===== src/rtl/user_admit_arbiter.sv =====
// user_admit_arbiter: round-robin admission control for the shared user pool.
// Channels raise a level request; the block makes one grant/reject decision per
// request assertion, keeps the authoritative users_count, and nets out release
// pulses every cycle with underflow clamping and a sticky error flag.
// Optional: define USER_ADMIT_STATS_EN to add a saturating reject_count output.
module user_admit_arbiter #(
    parameter int N_REQ     = 4,
    parameter int MAX_USERS = 1000,
    parameter int CNT_W     = 10
) (
    input  logic             clk,
    input  logic             rst,
    input  logic [N_REQ-1:0] req,
    input  logic [N_REQ-1:0] rel,
    output logic [N_REQ-1:0] gnt,
    output logic [N_REQ-1:0] reject,
    output logic [CNT_W-1:0] users_count,
    output logic             full,
    output logic             busy,
    output logic             rel_err
`ifdef USER_ADMIT_STATS_EN
    ,
    output logic [15:0]      reject_count
`endif
);
    localparam int PW = (N_REQ > 1) ? $clog2(N_REQ) : 1;
    localparam int SW = CNT_W + 1;
    localparam logic [CNT_W-1:0] MAX_C  = CNT_W'(MAX_USERS);
    localparam logic [PW-1:0]    LAST_C = PW'(N_REQ - 1);

    typedef enum logic [2:0] {S_IDLE, S_ARB, S_GRANT, S_REJECT, S_HOLD} state_t;

    state_t            state, state_nxt;
    logic [PW-1:0]     ptr, w, win;
    logic [SW-1:0]     dec, cnt_sum;
    logic              cnt_under;

    // Round-robin pick: scanning downward and overwriting leaves the first set
    // request found when scanning upward from ptr with wrap.
    always_comb begin
        win = ptr;
        for (int i = N_REQ - 1; i >= 0; i--) begin
            if (req[(int'(ptr) + i) % N_REQ])
                win = PW'((int'(ptr) + i) % N_REQ);
        end
    end

    // State register plus the registered winner and rotating pointer.
    always_ff @(posedge clk or negedge rst) begin
        if (!rst) begin
            state <= S_IDLE;
            ptr   <= '0;
            w     <= '0;
        end else begin
            state <= state_nxt;
            if (state == S_ARB)
                w <= win;
            if (state == S_GRANT || state == S_REJECT)
                ptr <= (w == LAST_C) ? '0 : w + 1'b1;
        end
    end

    // Next-state: capacity is judged on the registered count only.
    always_comb begin
        state_nxt = state;
        case (state)
            S_IDLE:   if (|req) state_nxt = S_ARB;
            S_ARB: begin
                if (!(|req))                state_nxt = S_IDLE;
                else if (users_count < MAX_C) state_nxt = S_GRANT;
                else                        state_nxt = S_REJECT;
            end
            S_GRANT,
            S_REJECT: state_nxt = S_HOLD;
            S_HOLD:   if (!req[w]) state_nxt = S_IDLE;
            default:  state_nxt = S_IDLE;
        endcase
    end

    // Moore outputs decoded from state and the registered winner.
    always_comb begin
        gnt    = '0;
        reject = '0;
        if (state == S_GRANT)  gnt[w]    = 1'b1;
        if (state == S_REJECT) reject[w] = 1'b1;
        busy = (state != S_IDLE);
    end

    // Net count change: one extra bit so grant and releases in the same cycle
    // cancel cleanly and underflow is visible as sum < dec.
    always_comb begin
        dec = '0;
        for (int i = 0; i < N_REQ; i++)
            dec = dec + SW'(rel[i]);
        cnt_sum   = {1'b0, users_count} + SW'(state == S_GRANT);
        cnt_under = (cnt_sum < dec);
    end

    // Count register with clamp-at-zero and sticky underflow flag.
    always_ff @(posedge clk or negedge rst) begin
        if (!rst) begin
            users_count <= '0;
            rel_err     <= 1'b0;
        end else begin
            users_count <= cnt_under ? '0 : CNT_W'(cnt_sum - dec);
            rel_err     <= rel_err | cnt_under;
        end
    end

    assign full = (users_count == MAX_C);

`ifdef USER_ADMIT_STATS_EN
    // Saturating count of reject decisions.
    always_ff @(posedge clk or negedge rst) begin
        if (!rst)
            reject_count <= '0;
        else if (state == S_REJECT && reject_count != 16'hFFFF)
            reject_count <= reject_count + 16'd1;
    end
`endif

endmodule


===== config.mk =====
export PLATFORM = sky130hd
export DESIGN_NAME = user_admit_arbiter
export DESIGN_NICKNAME = d
export VERILOG_FILES = /design/src/rtl/user_admit_arbiter.sv
export SDC_FILE = /design/constraint.sdc
export NUM_CORES = 1
export LEC_CHECK = 0
export ABC_AREA = 0
export BUFFER_PORTS_ARGS = -buffer_cell sky130_fd_sc_hd__buf_2
export CAP_MARGIN = 10
export CELL_PAD_IN_SITES_DETAIL_PLACEMENT = 1
export CELL_PAD_IN_SITES_GLOBAL_PLACEMENT = 1
export CORE_ASPECT_RATIO = 2
export CORE_MARGIN = 2
export CORE_UTILIZATION = 41
export DETAILED_ROUTE_END_ITERATION = 8
export PLACE_DENSITY_LB_ADDON = 0.1
export SYNTH_ARGS = -nofsm -noshare
export SYNTH_HDL_FRONTEND = slang
export SYNTH_SLANG_ARGS = --single-unit

===== constraint.sdc =====
create_clock -name clk -period 3.1 [get_ports clk]
set_input_delay 0.775 -clock clk [delete_from_list [all_inputs] [get_ports clk]]
set_output_delay 0.775 -clock clk [all_outputs]
set_load 0.005 [all_outputs]

==> reports/metrics.yaml <==
track_usage_pct: 23.5
dr.pass1.iters: 4
grt_pass1_wl_um: 6960
totalWireLength_um: 4330
slew_viol_final: 0
reg2reg_to: "users_count[8]"
overflow: 0
finalSetupViolCount: 0
seq_area_frac_synth_pct: 30.1
drtIter0Drc: 11
powerDensity_nw_per_um2: 967
ctsHtreeMaxLevel: 1
ctsHoldBuffers: 0
numCtsBuffers: 3
peakVddDrop_mv: 0.619
grt_pass1_vias: 1462
clockBufferDepth: 2
fmax_mhz: 333
final_antenna_net_count: 0
yosysTopAreaCell: "dfrtp_1"
clock_latency_ps: 260
hpwl_um: 3490
cts_tree: "built"
netlist_instances: 169
diodes: 0
clk_pin_slew_ps: 70
synth_nets: 192
cp-start-kind: "primary input"
initial_core_util_pct: 41.9
crit_arrival_ps: 3160
synthArstFlopShare_pct: 100
dp_slack_ps: -389
gp_congestion: 0.862
fin_crit_sh_pct: 97.0
io_buffers: 30
synth.top_cell.area_share_pct: 30.1
coreArea_um2: 3570
vias: 1401
ys.flop_type: "dfrtp_1"
crit_path_end_kind: "register"
worst_slew_pin_slew_ps: 514
rsz0062_at_grt: "yes"
slew_headroom_pct: 64.9
clock_skew_ps: 2.24
critPathKind: "primary input to register"
layout-drive-gt1-share_pct: 28.4
post-route-drc-count: 0
worstHoldPathType: "primary input to asynchronous set/reset pin"
r2r_start: "state[2]"
die_h_um: 89.4
p_leak_nw: 0.854
fp-row-count: 31
synthesis.area_um2: 1500
synth_edf_count: 0
ys_types: 45
die-area_um2: 4170
status: "finished, final reports clean"
synth.avg_cell_area_um2: 8.85
regToRegSetupSlack_ps: 280
worst_slack_ps: 93.4
syn_to_final_growth_pct: 24.3
synth.area.top_cells: "dfrtp_1, ha_1, nor2_1"
ys_warn_count: 0
nets: 232
die_w_um: 46.7
cts-root-buf: "clkbuf_8"
drv_cap: 0
hold_ws_ps: 447
ioPinCount: 31
drt-wirelength-per-cell_um: 16.8
clkSinkCount: 18
avgViaCountPerCell: 5.45
min_period_ps: 3010
worstPathMaxFanout: 5
ys_seq_elements: 18
finalHoldViolations: 0
r2r.worst_path.cells: 10
critPathRequiredTime_ps: 3250
antenna_found_initial: 0
grt_max_degree: 19
## cells in the final DEF (no fill, tap or decap), types with 2 or more instances in the layout
cell type	n
nor3b_1	2
o21ai_0	6
mux2i_1	2
buf_4	9
o31ai_1	2
dfrtp_1	18
nor3_1	3
o21ai_1	2
or3_1	3
nor2b_1	6
a21o_1	2
and3_1	7
nand2_1	10
a21oi_1	6
nand3_1	8
nand2b_1	2
nand4_1	3
xor2_1	6
nor2_1	14
inv_1	9
buf_2	30
xnor2_1	5
xor2_2	2
nor4_1	2
a211oi_2	3
and2_1	8
ha_1	11
clkbuf_8	4
a31oi_1	3
## metal layers
| metal | up-vias | GRT usage, % | part of all wire (%) |
|---|---|---|---|
| met2 | 29 | 47.1 | 62 |
| met1 | 683 | 23.2 | 35 |
| met5 | - | 0 | 0 |
| met3 | 4 | 2.02 | 2.8 |
| li1 | 685 | - | - |
| met4 | 0 | 7.58 | 1.0 |
## worst max-delay path by stage
stage	start	end	slack, ps	cells past startpoint
after floorplan	rel[0]	users_count[8]	7	9
after global placement	rel[0]	users_count[6]	-330	11
after detailed placement	rel[0]	users_count[6]	-390	11
after CTS	rel[0]	users_count[8]	6	10
after global routing	rel[0]	users_count[8]	-20	12
final	rel[0]	users_count[7]	90	11
## logic make-up (layout without fill, tap and decap cells)
| group | Yosys count | after routing | share of synthesized area, % |
|---|---|---|---|
| buf+inv | 13 | 52 | 3.35 |
| simple gates | 75 | 75 | 28.0 |
| compound gates | 33 | 33 | 14.5 |
| flops | 18 | 18 | 30.1 |
| xor+xnor | 13 | 13 | 8.62 |
| fa+ha+maj | 13 | 13 | 11.9 |
| mux | 4 | 4 | 3.60 |
## synthesized netlist by cell type, types with 2 or more instances
| master | n |
|---|---|
| inv_1 | 9 |
| nor4_1 | 2 |
| nor2_1 | 14 |
| nor2b_1 | 6 |
| nor3_1 | 3 |
| fa_1 | 2 |
| and2_1 | 8 |
| a21oi_1 | 7 |
| xnor2_1 | 5 |
| nand2_1 | 10 |
| nand4_1 | 3 |
| a21o_1 | 2 |
| or3_1 | 3 |
| a31oi_1 | 3 |
| dfrtp_1 | 18 |
| nand3_1 | 8 |
| xor2_1 | 6 |
| xor2_2 | 2 |
| o31ai_1 | 2 |
| ha_1 | 11 |
| a211oi_1 | 3 |
| and3_1 | 7 |
| nand2b_1 | 2 |
| o21ai_0 | 7 |
| o21ai_1 | 2 |
| mux2i_1 | 2 |
| nor3b_1 | 2 |
| clkbuf_1 | 3 |
## per-stage QoR
step                utilization [%]  total power [mW]  setup TNS (ps)  cell area [µm²]  std cells
global route                   52.1              1.97           -23.2             1860        257
global placement               48.9              1.46           -2330             1750        251
finish                         52.1              1.80               0             1860        257
detailed placement             48.9              1.52           -3030             1750        251
CTS                            51.3              1.77               0             1830        256
floorplan                         -              1.15               0             1500        169
## cell type report
| type | instances | area, µm² |
|---|---|---|
| fill | 462 | 1710 |
| multi-input combinational | 138 | 1040 |
| sequential | 18 | 450 |
| timing repair buffer | 39 | 218 |
| tap | 49 | 61.3 |
| clock buffer | 4 | 55.1 |
| inverter | 9 | 33.8 |
## state kept, by name, summed over array words and instances (netlist names)
signal	cells
rel_err	1
w	2
ptr	2
users_count	10
state	3
## worst max-delay path, stage by stage
cell and delay (ps):
buf_2 110, fa_1 470, ha_1 200, ha_1 280, inv_1 110, ha_1 240, nor2b_1 140, o21ai_2 210
nand4b_4 180, a21o_1 190, mux2_4 270
## report_power, final
group | internal, mW | switching (mW) | leakage [nW] | total (mW)
combinational | 0.491 | 0.553 | 0.607 | 1.04
clock | 0.113 | 0.0887 | 0.0288 | 0.202
sequential | 0.354 | 0.196 | 0.219 | 0.550
total | 0.958 | 0.838 | 0.854 | 1.80
## timing repair
item                                    4_1_cts  5_1_grt
gates resized for setup                       4        5
hold endpoints to repair                      0        0
endpoints found under the setup margin        8        3
pin swaps                                     1        3
buffers inserted                              1        1
Note: power is estimated with default switching activity, not from simulation.
